File: src/rtl/hs32_execute.sv
// HS32 stage-3 execute: ALU + NZCV flags, registered packet to writeback; optional HS32_EXEC_MUL_EN multiplier.
// Latency: 1 cycle for ALU ops, 33 cycles for a multiply (HS32_EXEC_MUL_EN) from accept to valid_o.
// Backpressure: output held while valid_o & ~ready_i; ready_o low while held or multiplying.
module hs32_execute #(
    parameter logic [3:0] RESET_FLAGS = 4'b0000
) (
    input  logic        clk,
    input  logic        rst_n,
    input  logic        valid_i,
    output logic        ready_o,
    // data_i = {d1[31:0], d2[31:0], neg, sub, cen, opr[1:0], fwe, rd[3:0], we1}
    input  logic [74:0] data_i,
    input  logic        mul_i,
    input  logic        flush_i,
    output logic        valid_o,
    input  logic        ready_i,
    // data_o = {res[31:0], rd[3:0], we}
    output logic [36:0] data_o,
    output logic [3:0]  rd3_o,
    output logic        stl3_o,
    output logic [3:0]  flags_o,
    output logic        err_o
);

    logic [31:0] d1, d2;
    logic        neg, sub, cen, fwe, we1;
    logic [1:0]  opr;
    logic [3:0]  rd;
    assign {d1, d2, neg, sub, cen, opr, fwe, rd, we1} = data_i;

    logic        valid_q, we_q, err_q;
    logic [31:0] res_q;
    logic [3:0]  rd_q, flags_q;
    logic        accept;

    // ALU
    logic [31:0] b, alu_res;
    logic [32:0] sum;
    logic        cin, alu_v;
    logic [3:0]  flags_nx;

    always_comb begin
        b        = neg ? ~d2 : d2;
        cin      = cen ? flags_q[1] : sub;
        sum      = {1'b0, d1} + {1'b0, b} + {32'd0, cin};
        alu_res  = sum[31:0];
        case (opr)
            2'd1:    alu_res = d1 & b;
            2'd2:    alu_res = d1 | b;
            2'd3:    alu_res = d1 ^ b;
            default: alu_res = sum[31:0];
        endcase
        alu_v    = (d1[31] == b[31]) & (sum[31] != d1[31]);
        flags_nx = flags_q;
        if (fwe) begin
            flags_nx[3] = alu_res[31];
            flags_nx[2] = (alu_res == 32'd0);
            if (opr == 2'd0) begin
                flags_nx[1] = sum[32];
                flags_nx[0] = alu_v;
            end
        end
    end

`ifdef HS32_EXEC_MUL_EN
    typedef enum logic {RUN, MUL} state_t;
    state_t      state, state_nx;
    logic [31:0] mcand, mplier, acc, acc_nx;
    logic [5:0]  cnt;
    logic [3:0]  m_rd;
    logic        m_we, m_fwe, mul_done;

    assign ready_o  = (state == RUN) & (~valid_q | ready_i);
    assign acc_nx   = acc + (mplier[0] ? mcand : 32'd0);
    assign mul_done = (state == MUL) & (cnt == 6'd31);

    always_ff @(posedge clk or negedge rst_n) begin
        if (!rst_n) state <= RUN;
        else        state <= state_nx;
    end

    always_comb begin
        state_nx = state;
        case (state)
            RUN:     if (accept & mul_i) state_nx = MUL;
            MUL:     if (cnt == 6'd31)   state_nx = RUN;
            default: state_nx = RUN;
        endcase
        if (flush_i) state_nx = RUN;
    end

    // Shift-add: multiplicand walks left, multiplier walks right, one bit per cycle.
    always_ff @(posedge clk or negedge rst_n) begin
        if (!rst_n) begin
            mcand  <= 32'd0;
            mplier <= 32'd0;
            acc    <= 32'd0;
            cnt    <= 6'd0;
            m_rd   <= 4'd0;
            m_we   <= 1'b0;
            m_fwe  <= 1'b0;
        end else if (accept & mul_i) begin
            mcand  <= d1;
            mplier <= d2;
            acc    <= 32'd0;
            cnt    <= 6'd0;
            m_rd   <= rd;
            m_we   <= we1;
            m_fwe  <= fwe;
        end else if (state == MUL) begin
            acc    <= acc_nx;
            mcand  <= {mcand[30:0], 1'b0};
            mplier <= {1'b0, mplier[31:1]};
            cnt    <= cnt + 6'd1;
        end
    end
`else
    assign ready_o = ~valid_q | ready_i;
`endif

    assign accept = valid_i & ready_o;

    always_ff @(posedge clk or negedge rst_n) begin
        if (!rst_n) begin
            valid_q <= 1'b0;
            res_q   <= 32'd0;
            rd_q    <= 4'd0;
            we_q    <= 1'b0;
            flags_q <= RESET_FLAGS;
            err_q   <= 1'b0;
        end else begin
            err_q <= 1'b0;
            if (flush_i) begin
                valid_q <= 1'b0;
            end else if (accept & ~mul_i) begin
                valid_q <= 1'b1;
                res_q   <= alu_res;
                rd_q    <= rd;
                we_q    <= we1;
                flags_q <= flags_nx;
            end else if (accept & mul_i) begin
`ifdef HS32_EXEC_MUL_EN
                valid_q <= 1'b0;
`else
                valid_q <= 1'b1;
                res_q   <= 32'd0;
                rd_q    <= rd;
                we_q    <= we1;
                err_q   <= 1'b1;
`endif
`ifdef HS32_EXEC_MUL_EN
            end else if (mul_done) begin
                valid_q <= 1'b1;
                res_q   <= acc_nx;
                rd_q    <= m_rd;
                we_q    <= m_we;
                if (m_fwe) begin
                    flags_q[3] <= acc_nx[31];
                    flags_q[2] <= (acc_nx == 32'd0);
                end
`endif
            end else if (valid_q & ready_i) begin
                valid_q <= 1'b0;
            end
        end
    end

    assign valid_o = valid_q;
    assign data_o  = {res_q, rd_q, we_q};
    assign rd3_o   = rd_q;
    assign stl3_o  = valid_q & we_q;
    assign flags_o = flags_q;
    assign err_o   = err_q;

endmodule

File: config.mk
export PLATFORM = sky130hd
export DESIGN_NAME = hs32_execute
export DESIGN_NICKNAME = d
export VERILOG_FILES = /design/src/rtl/hs32_execute.sv
export SDC_FILE = /design/constraint.sdc
export NUM_CORES = 1
export LEC_CHECK = 0
export ABC_CLOCK_PERIOD_IN_PS = 4700
export BUFFER_PORTS_ARGS = -buffer_cell sky130_fd_sc_hd__buf_2
export CAP_MARGIN = 40
export CORE_MARGIN = 2
export CORE_UTILIZATION = 56
export CTS_CLUSTER_SIZE = 10
export DETAILED_ROUTE_END_ITERATION = 10
export MAX_ROUTING_LAYER = met4
export PLACE_DENSITY = 0.85
export SYNTH_ARGS = -nofsm -noshare
export SYNTH_HDL_FRONTEND = slang
export SYNTH_SLANG_ARGS = --single-unit
File: constraint.sdc
create_clock -name clk -period 4.7 [get_ports clk]
set_input_delay 0.235 -clock clk [delete_from_list [all_inputs] [get_ports clk]]
set_output_delay 0.235 -clock clk [all_outputs]
set_load 0.02 [all_outputs]
[Yosys cells after proc, flatten, opt, wreduce, memory -nomap -nowiden]
Cells that the tools add are included.
W data, S select, Z words.
Storage, ports and cells
  bits of input ports: 81
  register bits after elaboration: 43
  output and inout port bits: 49
  word-level logic and storage cells: 51
Operators by class
  $add $sub $neg: 2
  muxes and demuxes: 16
  equal/unequal tests: 5
  bitwise operators: 14
  reductions and logical operators: 7
Operators by type and width (number)
  $mux W32: 3
  $pmux W32 S3: 1
  $add A32 B32 Y33: 1
  $add A33 B1 Y33: 1
  $and A32 B32 Y32: 1
  $logic_not A32 Y1: 1
  $not A32 Y32: 1
  $or A32 B32 Y32: 1
  $xor A32 B32 Y32: 1
  $mux W1: 10
  $mux W4: 2
  $and A1 B1 Y1: 6
  $eq A2 B2 Y1 const B: 2
  $reduce_and A4 Y1: 1
  $reduce_bool A4 Y1: 1
  $not A1 Y1: 3
  $reduce_and A3 Y1: 1
  $eq A2 B1 Y1 const B: 1
  $logic_not A2 Y1: 1
  $reduce_and A2 Y1: 1
  $reduce_bool A2 Y1: 1
  $eq A1 B1 Y1: 1
  $ne A1 B1 Y1: 1
  $or A1 B1 Y1: 1

[Logic depth before layout (Yosys ltp)]
  word-level depth: 7
  depth in mapped cells: 16
  gate-level depth less buffers: 14

[Worst setup path before layout]
Ideal clock, no wire load.
  kind: input-to-reg
  from: in data_i[10]
  to: reg flags_q[2] (netlist: flags_o[2])
  cell stages on the path: 14
  setup time: 92 ps
  path slack: 682 ps
  buffers on the path: 2
  arrival time: 3926 ps
  cell sequence: clkbuf_1 -> buf_1 -> xor2_1 -> inv_1 -> fa_1 -> inv_1 -> mux4_2 -> or4_1 -> or4b_1 -> a2111oi_2 -> nand4_1 -> nor4_2 -> nand4_1 -> o31ai_2
Between the ends
  longest elaborated chain between the ends: 5
  elaborated cells on any way between the ends: 8
  those cells by class: 2 x add/sub; 2 x mux; 3 x bitwise; 1 x reduce/logical
Ends and longest elaborated chain
  start, declared: line 12  | input logic [74:0] data_i,
  $mux W32 *: line 43  | b = neg ? ~d2 : d2;
  $add A32 B32 Y33: line 45  | sum = {1'b0, d1} + {1'b0, b} + {32'd0, cin};
  $add A33 B1 Y33: line 45
  $pmux W32 S3 *: line 47  | case (opr)
  $logic_not A32 Y1 *: line 57  | flags_nx[2] = (alu_res == 32'd0);
  end signal, assigned: line 140  | flags_q <= flags_nx;
  end, declared: line 33  | logic [3:0] rd_q, flags_q;
Mark *: on every way between the ends. The rest lies on a longest branch, timed or not.
A chain may end at the register's enable or synchronous reset.

[Worst setup path in the final report]
  from: reg flags_q[1] (netlist: flags_o[1])
  to: reg flags_q[2] (netlist: flags_o[2])
Between the ends
  longest elaborated chain between the ends: 4
Ends and longest elaborated chain
  $mux W1: line 44  | cin = cen ? flags_q[1] : sub;
  $add A33 B1 Y33: line 45
  $pmux W32 S3: line 47
  $logic_not A32 Y1: line 57
Every way passes these cells.

==> qor.yml <==
status:
  status: "finished, final reports clean"
logic_synthesis:
  yosys-top-cells-area: "dfrtp_1 (20%), ha_1 (15%), inv_1 (6.0%)"
  yosysUniqueCellTypes: 75
  synth-edff-count: 0
  ys_top_cells_by_count: "inv_1 (87), ha_1 (64), nand2_1 (60)"
  ys_seq_elements: 43
  synth_most_common_cell: "inv_1"
  synthFlopType: "dfrtp_1"
  yosysTopAreaCell: "dfrtp_1"
  avgSynthCellArea_um2: 7.761
  post_synth_instance_area_mm2: 0.005479
  synthCells: 706
  async_reset_ff_share_pct: 100.0
  syn_nets: 853
  seq_area_frac_synth_pct: 19.64
  synth_top_area_share_pct: 19.64
  yosys_warnings: 0
clocking:
  cts_tree: "done"
  clk_path_buf_depth: 2
  post_cts_buffers: 0
  cts_sinks: 43
  cts.clk_slew.worst_paths_ns: 0.08
  clkLatencyLatePin_ns: 0.30
  ctsHoldBuffers: 1
  root_buffer: "clkbuf_8"
  htreeDepth: 2
  cts_resized: 0
  numCtsBuffers: 5
power:
  power.share.clock_pct: 20.1
  cell_internal_pwr_uw: 978.1
  power_density_mw_per_mm2: 271.0
  ir_worst_vdd_mv: 0.1388
  swShare_pct: 42.86
  combPwrFrac_pct: 52.6
  p_seq_share_pct: 27.3
  p_leak_nw: 3.341
  p_sw_uw: 733.6
  p_total_mw: 1.712
placement:
  gp_congestion: 1.037
  io_buffers: 129
  dp_cells: 929
  dp.final_hpwl_um: 13000
  post_dp_cell_area_mm2: 0.006173
route:
  firstDrtPassIters: 6
  route.detailed.drc: 0
  via_per_inst: 6.344
  wl_per_cell_um: 17.98
  antenna_left: 0
  vias: 5951
  drt-total-wl_um: 16870
  dr.first_iter.drc_count: 502
sta:
  rsz0062_at_grt: "false"
  maxSlewHeadroom_pct: 53.10
  slew_violations: 0
  worst_pin_slew_ns: 0.7034
  report.final.hold_viol_count: 0
  fin_worst_skew_ns: 0.004214
  tns_ns: 0
  finalSetupViolCount: 0
  fin_crit_sh_pct: 83.94
  fmax_ghz: 0.2535
  period_minus_slack_ns: 3.945
critical_path:
  crit_type: "reg2reg"
  slowest_stage: "mux4_2"
  critPathLaunchType: "flop"
  crit_chain: "mux2_2 > fa_1 > inv_1 > fa_1 > nor2b_1 > o311ai_1 > and2_1 > o31ai_1 > xor2_1 > mux4_2 > a2111o_1 > nor4_2 > nand4_1 > o31ai_2"
  cp-end-kind: "flop"
  cp_num_buf_inv: 1
  crit_path_max_fanout: 3
  crit_family: "compound AO/OA/AOI/OAI gates"
  worst_ep_required_time_ns: 4.92
  worstPathArrival_ns: 4.16
  slowest_delay_ns: 0.50
  crit_top_cell: "fa_1"
global_route:
  grt_pass1_wl_um: 25970
  grt_pass1_vias: 5311
  grt_max_degree: 39
  overflow: 0
  antenna_found_initial: 0
  grt_usage_pct: 32.06
hold_path:
  hold_class: "in2reg"
floorplan:
  die_h_um: 102.9
  io_pins: 130
  die_w_um: 102.9
  dieArea_mm2: 0.01059
  core-area_mm2: 0.009639
  num_rows: 36
  start_util_pct: 56.84
run:
  drv_cap: 0
layout:
  num_antenna_cells: 0
  drive_above_1_share_pct: 21.49
  final_area_mm2: 0.006316
  layout.nets: 951
  fin_cells: 938
  syn_to_final_growth_pct: 15.28
  utilization_pct: 65.52
-- registers in the layout (all words and copies together) (netlist names) --
signal	cells
valid_o	1
rd3_o	4
res_q	32
flags_o	4
err_o	1
we_q	1
-- layout by cell type (no fill, tap or decap), types with 11 or more instances in the layout --
| cell type | synthesis | layout |
|---|---|---|
| dfrtp_1 | 43 | 43 |
| a21oi_1 | 39 | 39 |
| nor2_1 | 39 | 39 |
| nand4_1 | 14 | 14 |
| buf_2 | 1 | 129 |
| o21ai_0 | 42 | 42 |
| inv_1 | 87 | 87 |
| nor3_1 | 15 | 15 |
| xor2_1 | 35 | 35 |
| ha_1 | 64 | 64 |
| nand2_1 | 60 | 60 |
| a22o_1 | 19 | 19 |
| nand3_1 | 15 | 15 |
| o31ai_1 | 14 | 14 |
| a31oi_1 | 11 | 11 |
| a21o_1 | 18 | 18 |
-- cell type report --
type	count	area, um2
sequential	43	1076
inverter	89	334.1
fill	874	3323
clock buffer	6	72.57
timing repair buffer	141	758.2
clock inverter	2	60.06
multi-input combinational	524	3849
tap	133	166.4
-- worst paths after layout --
check / from / endpoint / slack [ns] / depth (start not counted)
setup reg to reg: flags_o[1] / flags_o[2] / 0.75 / 14
min in group asynchronous: rst_n / valid_o / 0.43 / 2
max in group asynchronous: rst_n / res_q[18] / 3.79 / 3
hold reg to reg: res_q[29] / res_q[29] / 0.48 / 2
hold / removal: flush_i / valid_o / 0.11 / 2
setup / recovery: flags_o[1] / flags_o[2] / 0.75 / 14
-- per-stage QoR --
stage | hold WS [ns] | worst slack [ns]
2_1_floorplan | -0.06059 | 0.6825
4_1_cts | 0.1134 | 0.7955
6_report | 0.1129 | 0.7548
5_1_grt | 0.1198 | 0.4466
3_5_place_dp | 0.2124 | 0.6837
3_3_place_gp | 0.4219 | 0.7326
-- cell families (layout without fill, tap and decap cells) --
| group | count (synthesis) | after routing | synth area share [%] |
|---|---|---|---|
| AOI/OAI and AO/OA | 226 | 226 | 28.89 |
| and+or+nand+nor | 176 | 176 | 15.48 |
| buffers and inverters | 139 | 238 | 10.23 |
| adders and majority gates | 66 | 66 | 15.35 |
| DFF | 43 | 43 | 19.64 |
| xor gates and xnor gates | 40 | 40 | 6.394 |
| muxes | 16 | 16 | 4.019 |
-- routing by layer --
layer  up-vias  track usage (%)  wire, um
met4         0            9.413       453
met5         -                -         0
met2       370            53.65      8067
met3        45            4.542      1747
li1       2720                -         -
met1      2816            40.35      6601
-- power groups by stage --
stage	combinational (mW)	clock [mW]	sequential, mW
3_5_place_dp	0.878	0	0.474
2_1_floorplan	0.544	0	0.537
5_1_grt	0.976	0.359	0.474
4_1_cts	0.884	0.344	0.466
3_3_place_gp	0.852	0	0.471
6_report	0.900	0.344	0.467
Note: power is estimated with default switching activity, not from simulation.
